**src/rtl/timer_pkg.sv**
```systemverilog
// Shared defaults, W1C bit-offset helpers and tcmp channel slicing for the timer interrupt block.
package timer_pkg;

   localparam int DEF_NUM_CH = 4;
   localparam int DEF_CNT_W  = 64;
   localparam int ST_CLR_LSB = 0;

   // int_ovf clear bits sit directly above the int_st clear bits.
   function automatic int ovf_clr_lsb(input int num_ch);
      return ST_CLR_LSB + num_ch;
   endfunction

   // LSB of channel ch inside the packed tcmp bus.
   function automatic int tcmp_lsb(input int ch, input int cnt_w);
      return ch * cnt_w;
   endfunction

endpackage

```
**src/rtl/timer_int_ch.sv**
```systemverilog
// One compare channel: equality edge detect, W1C pending bit, optional missed-event flag.
// Event to int_st is one cycle; int_ovf exists only when TIMER_INT_OVF_EN is defined.
module timer_int_ch
   import timer_pkg::*;
#(
   parameter int CNT_W = DEF_CNT_W
) (
   input  logic             clk,
   input  logic             rst_n,
   input  logic [CNT_W-1:0] cnt_i,
   input  logic [CNT_W-1:0] tcmp_i,
   input  logic             clr_st_i,
   input  logic             clr_ovf_i,
   output logic             int_st_o,
   output logic             int_ovf_o
);

   logic match;
   logic ev;
   logic match_q;
   logic int_st_q;
   logic int_st_d;

   assign match = (cnt_i == tcmp_i);
   assign ev    = match & ~match_q;

   // A new event beats a clear in the same cycle.
   always_comb begin
      int_st_d = int_st_q;
      if (ev) begin
         int_st_d = 1'b1;
      end else if (clr_st_i) begin
         int_st_d = 1'b0;
      end
   end

   // match_q resets high so equality already present at reset release is not an event.
   always_ff @(posedge clk or negedge rst_n) begin
      if (!rst_n) begin
         match_q  <= 1'b1;
         int_st_q <= 1'b0;
      end else begin
         match_q  <= match;
         int_st_q <= int_st_d;
      end
   end

   assign int_st_o = int_st_q;

`ifdef TIMER_INT_OVF_EN
   logic int_ovf_q;
   logic int_ovf_d;

   always_comb begin
      int_ovf_d = int_ovf_q;
      if (ev && int_st_q && !clr_st_i) begin
         int_ovf_d = 1'b1;
      end else if (clr_ovf_i) begin
         int_ovf_d = 1'b0;
      end
   end

   always_ff @(posedge clk or negedge rst_n) begin
      if (!rst_n) begin
         int_ovf_q <= 1'b0;
      end else begin
         int_ovf_q <= int_ovf_d;
      end
   end

   assign int_ovf_o = int_ovf_q;
`else
   logic unused_clr_ovf;
   assign unused_clr_ovf = clr_ovf_i;
   assign int_ovf_o      = 1'b0;
`endif

endmodule

```
**src/rtl/timer_int_ctrl.sv**
```systemverilog
// Multi-channel timer compare interrupt controller; optional missed-event flags via TIMER_INT_OVF_EN.
// Equality in cycle N shows in int_st at N+1; tim_int_ch/tim_int are combinational from int_st & int_en.
module timer_int_ctrl
   import timer_pkg::*;
#(
   parameter int NUM_CH = DEF_NUM_CH,
   parameter int CNT_W  = DEF_CNT_W,
   parameter int DATA_W = 32
) (
   input  logic                    clk,
   input  logic                    rst_n,
   input  logic [CNT_W-1:0]        cnt,
   input  logic [NUM_CH*CNT_W-1:0] tcmp,
   input  logic [NUM_CH-1:0]       int_en,
   input  logic                    tisr_wr_sel,
   input  logic [DATA_W-1:0]       pwdata,
   output logic [NUM_CH-1:0]       int_st,
   output logic [NUM_CH-1:0]       int_ovf,
   output logic [NUM_CH-1:0]       tim_int_ch,
   output logic                    tim_int
);

   localparam int OVF_LSB = ovf_clr_lsb(NUM_CH);

   logic [NUM_CH-1:0] clr_st;
   logic [NUM_CH-1:0] clr_ovf;
   logic              unused_pwdata;

   assign clr_st        = {NUM_CH{tisr_wr_sel}} & pwdata[ST_CLR_LSB +: NUM_CH];
   assign clr_ovf       = {NUM_CH{tisr_wr_sel}} & pwdata[OVF_LSB +: NUM_CH];
   assign unused_pwdata = ^pwdata;

   for (genvar i = 0; i < NUM_CH; i++) begin : g_ch
      timer_int_ch #(
         .CNT_W (CNT_W)
      ) u_ch (
         .clk       (clk),
         .rst_n     (rst_n),
         .cnt_i     (cnt),
         .tcmp_i    (tcmp[tcmp_lsb(i, CNT_W) +: CNT_W]),
         .clr_st_i  (clr_st[i]),
         .clr_ovf_i (clr_ovf[i]),
         .int_st_o  (int_st[i]),
         .int_ovf_o (int_ovf[i])
      );
   end

   // Enable masks only the outputs; pending status keeps collecting while disabled.
   assign tim_int_ch = int_st & int_en;
   assign tim_int    = |tim_int_ch;

endmodule

```
**config.mk**
```make
export PLATFORM = sky130hd
export DESIGN_NAME = timer_int_ctrl
export DESIGN_NICKNAME = d
export VERILOG_FILES = /design/src/rtl/timer_pkg.sv /design/src/rtl/timer_int_ch.sv /design/src/rtl/timer_int_ctrl.sv
export SDC_FILE = /design/constraint.sdc
export NUM_CORES = 1
export LEC_CHECK = 0
export CAP_MARGIN = 5
export CORE_AREA = 2 2 146 148
export CTS_BUF_LIST = sky130_fd_sc_hd__clkbuf_16
export DETAILED_ROUTE_END_ITERATION = 10
export DIE_AREA = 0 0 148 150
export PLACE_DENSITY = 0.59
export SLEW_MARGIN = 20
export SYNTH_ARGS = -nofsm -noshare
export SYNTH_HDL_FRONTEND = slang
export SYNTH_SLANG_ARGS = --single-unit
```
**constraint.sdc**
```tcl
create_clock -name clk -period 1.1 [get_ports clk]
set_input_delay 0.22 -clock clk [delete_from_list [all_inputs] [get_ports clk]]
set_output_delay 0.22 -clock clk [all_outputs]
set_load 0.1 [all_outputs]
```
Yosys cells after proc, flatten, opt, wreduce, memory -nomap -nowiden:

Index checks and enable logic that the tools add are counted.

* reduce and logical (&&, ||, !) cells: 5
* muxes and demuxes: 8
* bitwise logic cells: 10
* equal/unequal tests: 4

Operator list (number)
* == test 64 bit: 4
* AND 4 bit: 2
* 2-to-1 mux 1 bit: 8
* nonzero test 2 bit: 4
* AND 1 bit: 4
* NOT 1 bit: 4
* OR reduction 4 bit: 1

* logic and storage cells: 35
* flip-flop bits (word level): 8
* input port bits: 359

Logic depth before layout (Yosys ltp):

Gate-level depths: netlist (run 1).

* word-level depth: 3
* depth in mapped cells: 5
* gate-level depth less buffers: 5

Cells and area by module:

Synthesis (run 1) repeated with hierarchy kept, for this count alone.

* cell total of the unflattened synthesis: 381
* area, all modules: 3196.8 µm²

By module, submodules not included
* timer_int_ch: times used 4, cells each 92, area each 777.0 µm²
* timer_int_ctrl: times used 1, cells each 13, area each 88.8 µm²

Worst setup path after synthesis (run 1):

Ideal clock, no wire load.

* kind: register -> output
* start: reg g_ch[0].u_ch.int_st_q
* end: out tim_int
* stages on the path, launching flop included: 3
* data required time: 880 ps
* buffers on the path: 0
* arrival time: 1939 ps
* setup slack: -1059 ps
* path through: dfrtp_1 > and2_1 > or4_1

* cells in the longest elaborated chain, start to end: 2

RTL lines
* from (decl): line timer_int_ch.sv:21 `logic int_st_q;`
* from (signal assigned): line timer_int_ch.sv:44 `int_st_q <= int_st_d;`
* AND 4 bit: line timer_int_ctrl.sv:49 `assign tim_int_ch = int_st & int_en;`
* named net tim_int_ch[0]: line timer_int_ctrl.sv:19 `output logic [NUM_CH-1:0] tim_int_ch,`
* OR reduction 4 bit: line timer_int_ctrl.sv:50 `assign tim_int = |tim_int_ch;`
* to (decl): line timer_int_ctrl.sv:20 `output logic tim_int`

The timed path passes the listed nets, and every way through them passes these cells.

Final worst setup path (run 1):

* start: reg g_ch[1].u_ch.int_st_q
* end: out tim_int

* cells in the longest elaborated chain, start to end: 2

RTL lines (line)
* from (decl): timer_int_ch.sv:21
* from (signal assigned): timer_int_ch.sv:44
* AND 4 bit: timer_int_ctrl.sv:49
* OR reduction 4 bit: timer_int_ctrl.sv:50

No other way between the ends.

==> summary.txt, run 1 <==
Cells and area
  – Layout Nets: ~1100
  – Layout cells sized above 1: 32.0%
  – Fin cells: approximately 1100
  – Area delta synth->final: 141%
  – Filler cells: 2200

Global route
  – First-pass GRT wire length: around 26 mm
  – Pin count of the biggest net entering global routing: 9
  – Total grt overflow: 0
  – Total track usage: roughly 15%
  – Initial antenna violation count: 2
  – Number of global-route vias before repair: 4452

Floorplan
  – Ports: between 300 and 400
  – Core region area: 20700 sq um
  – Cell Rows: 53
  – Die area: 22200 sq um
  – Initial Util: between 10% and 20%
  – Die Width: between 100 and 150 um
  – Die Ht: around 150 um

Worst setup path
  – Master of the slowest instance on the critical path: or4_4
  – Worst Reg-to-Reg Cells: 4
  – Terminus of the critical flop-to-flop path: g_ch[2].u_ch.int_st_o
  – WS Path Type: reg2out
  – R2r setup slk: approximately 0.04 ns
  – Largest stage delay, worst path: roughly 0.52 ns
  – CP cell instances: and2_4 -> or4_4 -> buf_12
  – Crit-path max FO: 2
  – Endpoint class of the critical path: output port
  – Arrival time worst endpoint: between 1 and 1.5 ns
  – Reg2reg start: g_ch[2].u_ch.int_st_o
  – Startpoint types: flop
  – CP required: around 0.88 ns

Clock tree
  – CTS tree: built
  – Deepest clock path buffer count: 2
  – Clock net sink count: 8
  – CTS Root Cell: clkbuf_16
  – Clk slew on worst S/H paths: approximately 0.040 ns
  – Worst-Skew Late Latency: around 0.23 ns
  – H-tree depth reported by CTS: 1
  – Cts bufs inserted: 3

STA
  – Clock Skew: around 0.00090 ns
  – Fin. Hold Viols: 0
  – Tcrit/Tclk final: 155%
  – Fmax: approximately 0.6 GHz
  – RSZ-0062 raised after global routing: true
  – Min Tclk post-route: approximately 1.7 ns
  – Setup-violating endpoint count in the final report: 17
  – Final Max Tran Viols: 0
  – Fin worst setup slack: -0.607 ns

Drt
  – Vias: roughly 4200
  – Vias per cell: 3.93
  – DRC Markers: 0
  – First-pass DRT Iterations: 4
  – Post-DR wirelength/cell: about 17 um
  – Post-route ant nets: 0
  – WL final: 18.3 mm
  – DRT iter0 DRCs: between 70 and 80

Synthesis
  – Sequential fraction of the synthesis area: under 10%
  – Area contributors post-synth: xor2_1, nor4_1, dfstp_2, dfrtp_1, nand4_1
  – Synth Cell Area: between 3000 and 4000 sq um
  – Synth area leader: xor2_1
  – Multiplexer share of the synthesized area: 0%
  – Post-Synth XOR/XNOR Area: between 70% and 80%
  – Netlist cell types: 13
  – Post-synthesis simple-gate area fraction: a little under a fifth
  – Synthesized flop and latch total: 8
  – Warnings from Yosys: 0
  – Synth Area in Compound Gates: approximately 1.1%
  – Mapped Cells: between 300 and 400
  – Post-synth top area share: a little under three quarters
  – Largest family of logic cells by synthesized area: XOR/XNOR gates
  – Avg Cell Area, Syn: approximately 8.4 sq um
  – Post-Synth Adder-Cell Area: 0%

Place
  – Gpl congestion: between 0.8 and 0.9
  – Dpl cells: between 1000 and 1500
  – PortBufs: 339
  – Post-place setup slack: -1.42 ns
  – Post-DP HPWL: around 16 mm

Job
  – Max Cap Violations: 0

Power
  – LEAKAGE: around 3.6 nW
  – Worst vdd ir: roughly 350 uV
  – PD cells: 429 nW/um^2

Status
  – Failing checks: negative setup slack
  – Outcome: complete, but fails checks

Hold path
  – Hold WC Path Type: in2async
Yosys cell counts:
master / n
a22o_1: 4
and2_1: 4
buf_4: 8
conb_1: 1
dfrtp_1: 4
dfstp_2: 4
inv_1: 4
nand2_1: 4
nand4_1: 16
nor4_1: 64
nor4_2: 4
or4_1: 1
xor2_1: 256
power by group:
| part | internal [W] | switching [W] |
|---|---|---|
| sequential | 0.000297 | 0 |
| combinational | 0.00129 | 0.00107 |
| clock | 0.000469 | 0.000142 |
| total | 0.00206 | 0.00121 |
critical path: cells and delay by family, from the launching register on:
kind	cells	cell delay, ns
simple gates	2	0.67
flops	1	0.40
buf+inv	1	0.18
stage by stage:
stage	total power (W)	util [%]	hold slack, ns	setup TNS (ns)	cell area [sq um]
global placement	0.00279	35.9	0.533	-11.02	7430
detailed placement	0.00279	35.9	0.540	-11.21	7430
global route	0.00351	36.8	0.321	-5.72	7620
floorplan	0.00103	-	-0.0756	-1.32	3180
finish	0.00327	36.8	0.291	-4.84	7620
CTS	0.00324	35.8	0.298	-4.94	7420
flip-flops by register name (all words and copies together), names as in the netlist:
signal              cells
g_ch.u_ch.int_st_o      4
g_ch.u_ch.match_q       4
final cells by class:
cell class / instances / area [sq um] / area share (%)
timing repair buffer: 410 / 3630 / 47.7
multi-input combinational: 357 / 3340 / 43.9
tap: 275 / 344 / 4.51
sequential: 8 / 205 / 2.69
clock buffer: 3 / 75.1 / 0.985
inverter: 4 / 15.0 / 0.197
antenna: 2 / 5.00 / 0.0656
routing by layer:
layer  global-route usage, %  up-vias  routed length (um)
met5                       0        -                   0
met4                    2.62        0                 194
met3                    3.02       10                1240
met2                    28.4      181                9610
met1                    18.9     1878                7220
li1                        -     2094                   -
layout by cell type, fill, tap and decap left out:
cell type,n
clkbuf_16,3
clkdlybuf4s15_1,37
dfrtp_1,4
nand2_1,4
and2_4,4
buf_8,4
dlymetal6s2s_1,22
xor2_2,17
dfstp_2,4
conb_1,4
or4_4,1
buf_4,54
clkbuf_2,8
a22o_1,4
nor4_4,5
inv_1,4
nor4_1,27
buf_12,9
buf_2,64
diode_2,2
xor2_4,2
clkdlybuf4s15_2,9
xor2_1,237
clkdlybuf4s50_1,23
dlygate4sd2_1,150
buf_6,30
nand4_1,16
nor4_2,36
what timing repair did:
item,in CTS,in global routing
hold endpoints to repair,0,0
hold buffers,0,0
setup endpoints to repair,17,17
gates resized for setup,650,87
setup buffers,8,5
pin swaps,119,47
kinds of logic (layout without fill, tap and decap cells):
family / after synthesis / count (layout)
xor+xnor: 256 / 256
compound gates: 4 / 4
other cells: 1 / 6
simple gates: 93 / 93
buf+inv: 12 / 417
flops: 8 / 8
worst max-delay path by stage:
stage                          startpoint               endpoint  slack, ns  cells after the start
floorplan           g_ch[2].u_ch.int_st_o                tim_int      -0.47                      2
global placement                  cnt[42]  g_ch[3].u_ch.int_st_o      -1.43                      7
detailed placement                cnt[42]  g_ch[3].u_ch.int_st_o      -1.42                      7
finish              g_ch[1].u_ch.int_st_o                tim_int      -0.61                      3
global route        g_ch[0].u_ch.int_st_o                tim_int      -0.64                      3
CTS                 g_ch[1].u_ch.int_st_o                tim_int      -0.61                      3
(Power assumes the default switching activity.)
==> run 2, diff against run 1 <==
- CORE_AREA: 2 2 146 148 -> 2 2 143 145
- CTS_CLUSTER_SIZE: not set -> 14
- DIE_AREA: 0 0 148 150 -> 0 0 145 147
- PLACE_DENSITY: 0.59 -> 0.61
- SYNTH_HIERARCHICAL: not set -> 1
==> summary.txt, run 2 <==
Power
  – Switching Share: a little over a third
  – Gate power share: a little under three quarters
  – Seq pwr share: between 9 and 10%
  – Total Power: between 0.003 and 0.004 W
  – Clock power frac: a little under a fifth
  – LEAKAGE: approximately 3.6 nW
  – Sw power: between 0.001 and 0.0015 W
  – PD cells: about 430 nW/um^2
  – Int Pwr: between 0.002 and 0.0025 W
  – Worst vdd ir: between 200 and 300 uV

Drt
  – Vias per cell: 3.99
  – WL final: ~17 mm
  – First-pass DRT Iterations: 4
  – DRC Markers: 0
  – DRT iter0 DRCs: slightly below 100
  – Post-route ant nets: 0
  – Post-DR wirelength/cell: approximately 16 um
  – Vias: roughly 4300

Place
  – Post-place setup slack: -1.20 ns
  – Gpl congestion: about 0.85
  – Dpl cell area: 7510 sq um
  – PortBufs: ~340
  – Post-DP HPWL: around 16 mm

Worst setup path
  – CP cell instances: and2_4 -> or4_4 -> buf_12
  – Endpoint class of the critical path: output port
  – Crit-path max FO: 2
  – Largest stage delay, worst path: roughly 0.55 ns
  – Arrival time worst endpoint: 1.57 ns
  – WS Path Type: reg2out
  – Master of the slowest instance on the critical path: or4_4
  – Startpoint types: flop
  – CP required: 0.88 ns

Cells and area
  – Filler cells: around 2100
  – Layout Nets: about 1200
  – Design area: around 7600 sq um
  – Commonest non-fill, non-tap cell in the layout: xor2_1
  – Most frequent cells in the layout: xor2_1, dlygate4sd2_1, buf_4
  – Area delta synth->final: 138%
  – Layout cells sized above 1: between 30% and 40%

Global route
  – Pin count of the biggest net entering global routing: 9
  – Initial antenna violation count: 6
  – Total grt overflow: 0
  – Total track usage: 15.6%
  – Number of global-route vias before repair: 4692
  – First-pass GRT wire length: approximately 26 mm

Synthesis
  – Warnings from Yosys: 6
  – Post-synth net total: about 740
  – Mapped Cells: around 380
  – Avg Cell Area, Syn: around 8.4 sq um
  – Synth Cell Area: approximately 3200 sq um

Floorplan
  – Initial Util: between 10% and 20%
  – Ports: roughly 370
  – Die Ht: about 150 um
  – Die area: around 21000 sq um
  – Cell Rows: 52
  – Core region area: 19800 sq um
  – Die Width: around 150 um

Clock tree
  – CTS Root Cell: clkbuf_16
  – Clk slew on worst S/H paths: around 0.040 ns
  – Cts bufs inserted: 3
  – CTS tree: built
  – Clock net sink count: 8
  – Worst-Skew Late Latency: approximately 0.23 ns
  – H-tree depth reported by CTS: 1
  – Deepest clock path buffer count: 2

STA
  – Fin. Hold Viols: 0
  – Tcrit/Tclk final: 163%
  – RSZ-0062 raised after global routing: true
  – Clock Skew: ~0.00010 ns
  – Fin worst setup slack: -0.691 ns
  – Final Max Tran Viols: 0
  – Fmax: 0.558 GHz
  – Setup-violating endpoint count in the final report: 17
  – Final TNS setup: -5.16 ns
  – Min Tclk post-route: 1.79 ns

Hold path
  – Hold WC Path Type: in2async

Status
  – Outcome: complete, but fails checks
  – Failing checks: negative setup slack

Job
  – Max Cap Violations: 0
## run 2: cell count changes in the layout (fill, tap and decap cells not counted), sizes merged
cell,change
diode,+2
clkdlybuf4s15,+3
clkbuf,+22
nand2,-4
and2,+4
clkdlybuf4s50,-4
buf,-5
inv,+4
dlymetal6s2s,-12
dlygate4sd2,+6
## run 2: per-layer routing
metal / global-route usage [%] / vias up / part of all wire [%]
li1: - / 2127 / -
met1: 16.6 / 1878 / 37
met2: 30.0 / 225 / 52
met3: 4.91 / 28 / 8.0
met4: 3.37 / 6 / 2.0
met5: 0 / - / 0.23
## run 2: path summary, 6_finish.rpt
check                                       from                     to  slack, ns  depth (start not counted)
min in group clk            g_ch[3].u_ch/match_q  g_ch[3].u_ch/int_st_o       0.53                          2
hold / removal                             rst_n  g_ch[3].u_ch/int_st_o       0.30                          1
max in group asynchronous                  rst_n  g_ch[1].u_ch/int_st_o       0.45                          1
setup / recovery           g_ch[1].u_ch/int_st_o                tim_int      -0.69                          3
setup reg to reg           g_ch[2].u_ch/int_st_o  g_ch[2].u_ch/int_st_o       0.04                          3
hold reg to reg             g_ch[3].u_ch/match_q  g_ch[3].u_ch/int_st_o       0.53                          2
## run 2: repair_timing
item                       in CTS  in global routing
cloned                          0                  0
buffers inserted               11                  5
resized for setup             605                133
hold buffers                    0                  0
pin swaps                     134                 58
setup endpoints to repair      17                 17
## run 2: cell type report
cell class | instances | area, sq um | area share (%)
Antenna cell | 4 | 10.0 | 0.132
Multi-Input combinational cell | 357 | 3240 | 42.9
Inverter | 8 | 30.0 | 0.397
Tap cell | 270 | 338 | 4.47
Clock buffer | 3 | 75.1 | 0.993
Timing Repair Buffer | 420 | 3650 | 48.2
Sequential cell | 8 | 220 | 2.91
## run 2: per-stage QoR
| stage | hold WS [ns] | std cells | utilization, % |
|---|---|---|---|
| global route | 0.339 | 1069 | 38.1 |
| finish | 0.304 | 1070 | 38.1 |
| CTS | 0.328 | 1062 | 37.5 |
| floorplan | -0.0756 | 377 | - |
| global placement | 0.518 | 1052 | 37.8 |
| detailed placement | 0.524 | 1052 | 37.8 |
## run 2: power groups by stage
stage | Clock [W] | Combinational [W] | Sequential (W)
after floorplan | 0 | 0.000736 | 0.000300
after global placement | 0 | 0.00248 | 0.000300
after detailed placement | 0 | 0.00249 | 0.000300
after CTS | 0.000639 | 0.00225 | 0.000296
after global routing | 0.000664 | 0.00250 | 0.000296
final | 0.000619 | 0.00230 | 0.000296
## run 2: critical path: cells and delay by family, from the launching register on
kind / cells / cell delay (ns)
flip-flops: 1 / 0.46
AND/OR/NAND/NOR: 2 / 0.70
buffers and inverters: 1 / 0.18
==> run 3, diff against run 2 <==
- HOLD_SLACK_MARGIN: not set -> 0.05
==> results of run 3 <==
Final layout, timing and power as in run 2 (identical DEF).
